**src/rtl/fifo_sync_fwft_64.sv**
```systemverilog
// rtl/fifo_sync_fwft_64.sv - single-clock first-word-fall-through FIFO, 64 RAM entries plus output register
//
// Ports:
//   clk          system clock, rising edge
//   rst          asynchronous active-low reset
//   flush        synchronous clear of pointers, flags and output stage
//   wr_data      write data
//   wr_en        write request, accepted when full=0
//   full         RAM occupancy == 64
//   almost_full  RAM occupancy >= AF_LEVEL
//   overflow     one-cycle pulse after a write attempted while full
//   rd_data      head-of-queue word, valid when rd_valid=1
//   rd_valid     output register holds a word
//   rd_ready     consumer accepts rd_data (pop on rd_valid & rd_ready)
//   count        RAM occupancy + rd_valid, 0..65

module fifo_sync_fwft_64 #(
    parameter int DATA_W   = 32,
    parameter int ADDR_W   = 6,
    parameter int AF_LEVEL = 56
) (
    input  logic              clk,
    input  logic              rst,
    input  logic              flush,
    input  logic [DATA_W-1:0] wr_data,
    input  logic              wr_en,
    output logic              full,
    output logic              almost_full,
    output logic              overflow,
    output logic [DATA_W-1:0] rd_data,
    output logic              rd_valid,
    input  logic              rd_ready,
    output logic [ADDR_W:0]   count
);

    localparam int DEPTH = 1 << ADDR_W;

    logic [DATA_W-1:0] mem [DEPTH];

    // Pointers carry one extra wrap bit so full and empty are distinguishable.
    logic [ADDR_W:0] wr_ptr;
    logic [ADDR_W:0] rd_ptr;
    logic [ADDR_W:0] ram_cnt;

    logic ram_empty;
    logic stage_free;
    logic do_load;
    logic do_bypass;
    logic do_write;

    assign ram_cnt     = wr_ptr - rd_ptr;
    assign ram_empty   = (ram_cnt == '0);
    assign full        = (ram_cnt == (ADDR_W+1)'(DEPTH));
    assign almost_full = (ram_cnt >= (ADDR_W+1)'(AF_LEVEL));
    assign count       = ram_cnt + {{ADDR_W{1'b0}}, rd_valid};

    assign stage_free = !rd_valid || rd_ready;

    // Bypass only when the RAM is empty, so it can never overtake stored words.
    assign do_load   = !flush && stage_free && !ram_empty;
    assign do_bypass = !flush && stage_free && ram_empty && wr_en;
    // full is taken from registered pointers, so a same-cycle pop does not
    // rescue a write presented while full.
    assign do_write  = !flush && wr_en && !full && !do_bypass;

    // Storage is deliberately not reset. Read and write addresses never
    // collide while a load happens because ram_cnt > 0 implies rd_ptr != wr_ptr.
    always_ff @(posedge clk) begin
        if (do_write) begin
            mem[wr_ptr[ADDR_W-1:0]] <= wr_data;
        end
    end

    always_ff @(posedge clk or negedge rst) begin
        if (!rst) begin
            wr_ptr   <= '0;
            rd_ptr   <= '0;
            rd_data  <= '0;
            rd_valid <= 1'b0;
            overflow <= 1'b0;
        end else if (flush) begin
            wr_ptr   <= '0;
            rd_ptr   <= '0;
            rd_valid <= 1'b0;
            overflow <= 1'b0;
        end else begin
            overflow <= wr_en && full;

            if (do_write) begin
                wr_ptr <= wr_ptr + 1'b1;
            end

            if (do_load) begin
                rd_data  <= mem[rd_ptr[ADDR_W-1:0]];
                rd_ptr   <= rd_ptr + 1'b1;
                rd_valid <= 1'b1;
            end else if (do_bypass) begin
                rd_data  <= wr_data;
                rd_valid <= 1'b1;
            end else if (stage_free) begin
                // rd_data keeps its last value when the stage drains empty.
                rd_valid <= 1'b0;
            end
        end
    end

endmodule

```
**config.mk**
```make
export PLATFORM = sky130hd
export DESIGN_NAME = fifo_sync_fwft_64
export DESIGN_NICKNAME = d
export VERILOG_FILES = /design/src/rtl/fifo_sync_fwft_64.sv
export SDC_FILE = /design/constraint.sdc
export NUM_CORES = 2
export LEC_CHECK = 0
export CAP_MARGIN = 10
export CORE_UTILIZATION = 50
export CTS_CLUSTER_DIAMETER = 120
export CTS_CLUSTER_SIZE = 28
export DETAILED_ROUTE_END_ITERATION = 6
export GPL_TIMING_DRIVEN = 0
export PLACE_DENSITY = 0.78
export SYNTH_ARGS = -nofsm -noshare
export SYNTH_HDL_FRONTEND = slang
export SYNTH_SLANG_ARGS = --single-unit
```
**constraint.sdc**
```tcl
create_clock -name clk -period 20.8 [get_ports clk]
set_input_delay 2.08 -clock clk [delete_from_list [all_inputs] [get_ports clk]]
set_output_delay 2.08 -clock clk [all_outputs]
set_load 0.02 [all_outputs]
```
==> impl_metrics.py <==
metrics = {
    "clocking": {
        "cts_buffer_depth": 3,
        "cts.reportedPaths.clkPinSlew_ns": 0.11,
        "cts_setup_buffers": 0,
        "root_buffer": "clkbuf_16",
        "cts_sinks": 2096,
        "cts_resized": 0,
        "cts-hold-fix-buffers": 0,
        "cts_tree": "done",
        "numCtsBuffers": 84,
        "clock_latency_ns": 0.77,
        "cts-htree-levels": 3,
    },
    "floorplan": {
        "io_pins": 80,
        "start_util_pct": 50.4,
        "core_mm2": 0.159,
        "dieArea_mm2": 0.162,
        "chipWidth_um": 402,
        "fp-row-count": 146,
        "dieHeight_um": 402,
    },
    "sta": {
        "relSlewSlack_pct": 4.54,
        "finalHoldViolCount": 0,
        "min_period_ns": 8.27,
        "slew_violations": 0,
        "tightestPinTransition_ns": 1.43,
        "setup-tns-final_ns": 0,
        "finalCritPeriodShare_pct": 39.8,
        "skew_ns": 0.0491,
        "fmax_ghz": 0.121,
        "finalSetupViolations": 0,
        "holdWs_ns": 0.586,
        "rsz0062_at_grt": "false",
    },
    "route": {
        "drc_errors": 0,
        "drt-initial-drc-count": 6468,
        "dr.pass1.iters": 6,
        "avgViaCountPerCell": 6.76,
        "num_vias": 40512,
        "wire_per_inst_um": 35.0,
        "wl_um": 210000,
        "ant_nets": 0,
    },
    "setup_path": {
        "worst_setup_path_start_kind": "flip-flop",
        "critPathMaxFanout": 10,
        "crit_type": "reg -> out",
        "cp-end-kind": "primary output",
        "crit_slowest_cell": "clkbuf_1",
        "cp_common_cell": "buf_2",
        "slowest_delay_ns": 0.85,
        "cp.arrival_ns": 6.19,
        "critPathRequiredTime_ns": 18.72,
        "cp_cell_sequence": "buf_2 -> buf_1 -> clkbuf_1 -> inv_1 -> fa_1 -> nand3_1 -> nand2_1 -> xnor2_1 -> nand4b_4 -> buf_2 -> nor2_1 -> clkdlybuf4s50_1",
    },
    "synthesis": {
        "ys_types": 58,
        "ys_ff_latch": 2096,
        "syn_inst": 3561,
        "ys.flop_type": "edfxtp_1",
        "seq_area_frac_synth_pct": 78.3,
        "syn_area_mm2": 0.0801,
        "synth_edf_count": 2048,
        "synth.avg_cell_area_um2": 22.5,
        "synth.net_count": 3609,
        "synthArstFlopShare_pct": 2.29,
        "yosys_warnings": 0,
    },
    "pwr": {
        "leakagePower_nw": 27.2,
        "ir_drop_v": 0.0000993,
        "power_density_mw_per_mm2": 102,
    },
    "run": {
        "max-cap-violations": 0,
    },
    "cells_and_area": {
        "layout.cells.most_common": "edfxtp_1",
        "drive_gt1_share_pct": 24.1,
        "nets": 3942,
        "layout_common_cells": "edfxtp_1, mux4_2, a22oi_1",
        "area_growth_pct": 10.8,
        "fin_util_pct": 55.9,
    },
    "global_route": {
        "grt_pass1_wl_um": 295000,
        "grt_use_total_pct": 25.8,
        "antenna_found_initial": 12,
        "grt_pass1_vias": 39934,
        "overflow": 0,
        "grt_start_max_net_pins": 66,
    },
    "place": {
        "hpwl_um": 145000,
        "portBuffers": 78,
        "gp_congestion": 0.956,
    },
    "outcome": {
        "status": "finished, final reports clean",
    },
    "worst_hold_path": {
        "hold_class": "reg -> reg",
    },
}
-- registers in the layout, summed over array words and instances (netlist names) --
| signal | cells |
|---|---|
| rd_valid | 1 |
| wr_ptr | 7 |
| rd_data | 32 |
| overflow | 1 |
| mem | 2048 |
| rd_ptr | 7 |
-- critical path, delay by kind of cell, from the launching register on --
| kind | cells | cell delay (ns) |
|---|---|---|
| xor gates and xnor gates | 1 | 0.47 |
| adders and majority gates | 1 | 0.48 |
| buffers and inverters | 6 | 3.37 |
| DFF | 1 | 0.45 |
| and+or+nand+nor | 4 | 0.61 |
-- synth_stat cells (all sizes together) (8+ instances only) --
| master | n | share of area, % |
|---|---|---|
| a22oi | 154 | 1.4 |
| a22o | 60 | 0.66 |
| xnor2 | 9 | 0.098 |
| a221oi | 58 | 0.63 |
| dfrtp | 48 | 1.5 |
| nor2 | 96 | 0.45 |
| nand2 | 87 | 0.41 |
| o221ai | 30 | 0.33 |
| o22ai | 9 | 0.070 |
| buf | 96 | 0.62 |
| mux4 | 502 | 14 |
| mux2i | 55 | 0.69 |
| a21oi | 44 | 0.28 |
| o21ai | 18 | 0.12 |
| edfxtp | 2048 | 77 |
| xor2 | 8 | 0.088 |
| ha | 10 | 0.16 |
| nor4 | 8 | 0.11 |
| inv | 9 | 0.042 |
| nand2b | 8 | 0.063 |
| clkbuf | 118 | 0.55 |
| nor3 | 31 | 0.22 |
-- area by class of cell --
class	count	area, µm²
clock buffers	106	2290
flip-flops and latches	2096	62700
diodes	6	15.0
well taps	2072	2590
repair buffers	247	3280
inverters	10	37.5
fillers	11004	70000
multi-input cells	1241	16800
plain buffers	214	937
clock inverters	1	30.0
-- through the flow --
step	cells	power (W)	cell area, µm²	setup slack, ns
2_1_floorplan	3561	0.00621	80100	14.09
3_3_place_gp	5711	0.00705	83400	9.92
3_5_place_dp	5880	0.00711	86400	13.65
4_1_cts	5987	0.00903	88700	12.75
5_1_grt	5988	0.00928	88700	12.57
6_report	5993	0.00908	88700	12.53
-- worst paths after layout --
path / startpoint / endpoint / slack, ns / cells past startpoint
hold reg to reg: wr_ptr[6] / wr_ptr[6] / 0.59 / 2
max in group asynchronous: rst / wr_ptr[5] / 18.95 / 2
setup / recovery: rd_ptr[1] / full / 12.53 / 12
setup reg to reg: rd_ptr[1] / mem[56][2] / 13.89 / 16
min in group asynchronous: rst / rd_data[26] / 1.27 / 1
hold / removal: wr_ptr[6] / wr_ptr[6] / 0.59 / 2
-- report_power, final --
group / switching, W / leakage [nW] / internal (W)
clock: 0.00121 / 1.13 / 0.000794
sequential: 0.0000542 / 19.0 / 0.00469
combinational: 0.00139 / 7.07 / 0.000952
-- metal layers --
| metal | GRT usage (%) | wire, µm |
|---|---|---|
| met4 | 11.6 | 10600 |
| met3 | 6.61 | 27000 |
| met5 | 0 | 42 |
| met1 | 34.1 | 72200 |
| met2 | 40.8 | 99800 |
-- logic make-up after synthesis --
kind of cell             share of synthesized area (%)
AO/OA/AOI/OAI                                     3.71
XOR/XNOR                                         0.186
adder cells (fa/ha/maj)                          0.181
buffers and inverters                             1.22
flip-flops                                        78.3
multiplexers                                      14.9
AND/OR/NAND/NOR                                   1.54
(Power assumes the default switching activity.)
